File: src/rtl/counter.sv
// Free-running WIDTH-bit up-counter, wraps modulo 2^WIDTH.
// Synchronous active-high reset loads RESET_VALUE; output comes straight from the register.
module counter #(
    parameter int unsigned WIDTH       = 8,
    parameter logic [31:0] RESET_VALUE = 32'd0
) (
    output logic [WIDTH-1:0] value,
    input  logic             clk,
    input  logic             reset
);

    localparam logic [WIDTH-1:0] ResetCount = RESET_VALUE[WIDTH-1:0];

    logic [WIDTH-1:0] count;

    // Natural WIDTH-bit overflow gives the wrap to zero with no extra cycle.
    always_ff @(posedge clk) begin
        if (reset) begin
            count <= ResetCount;
        end else begin
            count <= count + WIDTH'(1);
        end
    end

    assign value = count;

endmodule

File: config.mk
export PLATFORM = sky130hd
export DESIGN_NAME = counter
export DESIGN_NICKNAME = d
export VERILOG_FILES = /design/src/rtl/counter.sv
export SDC_FILE = /design/constraint.sdc
export NUM_CORES = 1
export LEC_CHECK = 0
export BUFFER_PORTS_ARGS = -buffer_cell sky130_fd_sc_hd__buf_4
export CAP_MARGIN = 20
export CORE_AREA = 2 2 39 41
export CTS_CLUSTER_DIAMETER = 120
export DETAILED_ROUTE_END_ITERATION = 10
export DIE_AREA = 0 0 41 43
export GPL_TIMING_DRIVEN = 1
export REMOVE_ABC_BUFFERS = 1
export SETUP_SLACK_MARGIN = 0.15
export SLEW_MARGIN = 20
export SYNTH_ARGS = -nofsm -noshare
export SYNTH_HDL_FRONTEND = slang
export SYNTH_SLANG_ARGS = --single-unit
File: constraint.sdc
create_clock -name clk -period 2.4 [get_ports clk]
set_clock_uncertainty 0.05 [all_clocks]
set_input_delay 0.48 -clock clk [delete_from_list [all_inputs] [get_ports clk]]
set_output_delay 0.48 -clock clk [all_outputs]
set_load 0.03 [all_outputs]
# After elaboration in Yosys (flattened, before gate mapping)

Index checks and enable logic that the tools add are counted.
Widths: inputs -> output; s select.

Output and inout bits: 8
Bits in registers: 8

Add/sub/neg operators: 1

Operators by type and width:

| cell                | number |
|---|---|
| $add 8x1->8 const B | 1 |

# Logic depth before layout (Yosys ltp)

Depth after elaboration: 1
Mapped depth: 4
Depth with buffers taken out: 4

# Worst setup path after synthesis

No wires, ideal clock.

Path kind: reg2reg
Start point: reg count[0], in the netlist value[0]
End point: reg count[6], in the netlist value[6]
Stages on the path, launching flop included: 5
Period minus slack after synthesis: 1.490 ns
Slack: 0.910 ns
Arrival time: 1.370 ns
Setup time: 0.070 ns
Buffers on the path: 0
Cells stage by stage: dfxtp_1 ha_1 nand3_1 or3_1 a21oi_1

Word-level cells in the longest chain between the ends: 1

RTL lines:

| element                  | line | source |
|---|---|---|
| start: declaration       | 14   | `logic [WIDTH-1:0] count;` |
| start signal: assignment | 19   | `count <= ResetCount;` |
| start signal: assignment | 21   | `count <= count + WIDTH'(1);` |
| $add 8x1->8              | 21   |  |

No other way between the ends.
A chain may end at the register's enable or synchronous reset.

# Worst setup path after layout

Same ends and word-level chain as after synthesis.

==> impl_metrics.ini <==
[status]
outcome = complete, no violations

[yosys]
syn-cell-area_um2 = 304
yosys_register_bits = 8
synth_seq_area_share = 0.527
syn_area_per_cell_um2 = 9.21
postSynthCellCount = 33
yosysUniqueCellTypes = 15
yosysWarningCount = 0

[layout]
seqCellArea_um2 = 160
fillCellCount = 162
drive_above_1_share = 0.295
layout_commonest_cell = buf_4
diodes = 0
stdcell_area_um2 = 410
mostFrequentLayoutCells = buf_4 (9), dfxtp_1 (8), nor2_1 (4)
area_growth_pct = 35.0
fin_nets = 49
multi_input_area_um2 = 136
largest_register_ffs = 8

[power_and_ir_drop]
switchingPower_uw = 59.5
seqPwrFrac = 0.540
comb_power_share = 0.092
clkPwrFrac = 0.368
leakagePower_uw = 0.000164
ir_drop_uv = 322
swShare = 0.225
intPower_uw = 204
p_per_area_nw_per_um2 = 643
totalPowerFinal_uw = 264

[clock_tree]
cts_made_buffers = 3
clk_pin_slew_worst_paths_ns = 0.05
cts_setup_buffers = 0
ctsRootBufferMaster = clkbuf_4
cts_tree = built
clk_latency_ns = 0.24
clockBufferDepth = 2
clock-sinks = 8
cts-hold-fix-buffers = 0
h-tree-depth = 1
ctsResizeCount = 0

[floorplanning]
dieArea_um2 = 1760
core_um2 = 1380
io_pins = 10
die_x_um = 41
rows = 14
start_util = 0.220
die_h_um = 43

[global_routing]
grt_max_degree = 9
first_global_vias = 227
globalRoute.totalOverflow = 0
grt_pass1_wl_um = 966
grt_use_total = 0.0805
antenna_found_initial = 0

[worst_setup_path]
reg2reg_depth = 4
worstPathRequired_ns = 2.52
critical_path_class = reg2reg
crit_fanout = 5
r2r_start = value[0]
r2r_slack_ns = 1.02
crit_end = value[6]
startpoint = value[0]
timing.rr.end = value[6]
worstPathArrival_ns = 1.51
crit_path_start_kind = register
end_kind = register

[timing]
final-max-slew-violation-count = 0
setup_viol = 0
finalSetupTns_ns = 0
max-slew-margin-rel = 0.874
hold_viol = 0
fin_crit_ns = 1.38
finalCritPeriodShare = 0.576
fmax_mhz = 723
tightest_slew_ns = 0.188
rsz0062_at_grt = false

[place]
dpl_cell_area_um2 = 388
io_buffer_count = 9
dp_hpwl_um = 437
gp_congestion = 0.629

[route]
remaining_drc_errors = 0
vias = 261
routed_wl_um = 583
drt_iter0_markers = 0
wl_per_cell_um = 9.72
viasPerCell = 4.35
detail-route-antenna-nets = 0
first_pass_iters = 1

[min_path]
hp-class = in2reg

[run]
maxCapViolations = 0
[through the flow]
step                hold WS, ns  setup WS, ns   util  cells
floorplan                 0.497         0.910      -     32
global placement          0.406          1.10  0.280     57
detailed placement        0.409          1.04  0.280     57
CTS                       0.397          1.01  0.297     60
global route              0.398         0.915  0.297     60
finish                    0.404          1.02  0.297     60
[critical path: stages, from the launching register on]
cell and delay (ns):
dfxtp_1 0.39, ha_1 0.21, nand3_1 0.14, or3_1 0.37, a21oi_1 0.14
[worst min path at each step]
stage	from	end	slack (ns)	cells past startpoint
finish	reset	value[0]	0.40	2
global placement	value[0]	value[0]	0.41	1
detailed placement	value[0]	value[0]	0.41	1
floorplan	reset	value[0]	0.50	1
global route	reset	value[0]	0.40	2
CTS	reset	value[0]	0.40	2
[power groups by stage]
stage / Combinational (µW) / Clock (µW) / Sequential (µW)
2_1_floorplan: 5.70 / 0 / 153
3_3_place_gp: 24.5 / 0 / 145
3_5_place_dp: 24.5 / 0 / 145
4_1_cts: 24.6 / 103 / 142
5_1_grt: 26.3 / 113 / 143
6_report: 24.3 / 97.0 / 143
[final cells by class]
type,count,area share
Clock buffer,3,0.0549
Tap cell,16,0.0488
Inverter,1,0.00915
Multi-Input combinational cell,23,0.332
Timing Repair Buffer,9,0.165
Sequential cell,8,0.390
[cell usage after synthesis]
cell | instances | area, µm²
dfxtp_1 | 8 | 160
nor2_1 | 4 | 15.0
a21oi_1 | 3 | 15.0
o21ai_0 | 3 | 15.0
or3_1 | 3 | 18.8
nand3_1 | 2 | 10.0
xnor2_1 | 2 | 17.5
and3_2 | 1 | 7.51
clkbuf_1 | 1 | 3.75
ha_1 | 1 | 12.5
inv_1 | 1 | 3.75
nand2_1 | 1 | 3.75
nand4_1 | 1 | 6.26
nor2b_1 | 1 | 6.26
xor2_1 | 1 | 8.76
[metal layers]
metal	share of wire	GRT usage
met5	0	0
met4	0	0.0400
met3	0.074	0.0314
met2	0.44	0.103
met1	0.48	0.113
[cell families (layout without fill, tap and decap cells)]
| family | count (synthesis) | after routing | synth area share |
|---|---|---|---|
| adders and majority gates | 1 | 1 | 0.0411 |
| AOI/OAI and AO/OA | 6 | 6 | 0.0987 |
| and+or+nand+nor | 13 | 13 | 0.222 |
| xor gates and xnor gates | 3 | 3 | 0.0864 |
| buffers and inverters | 2 | 13 | 0.0247 |
| DFF | 8 | 8 | 0.527 |
Note: power is estimated with default switching activity, not from simulation.
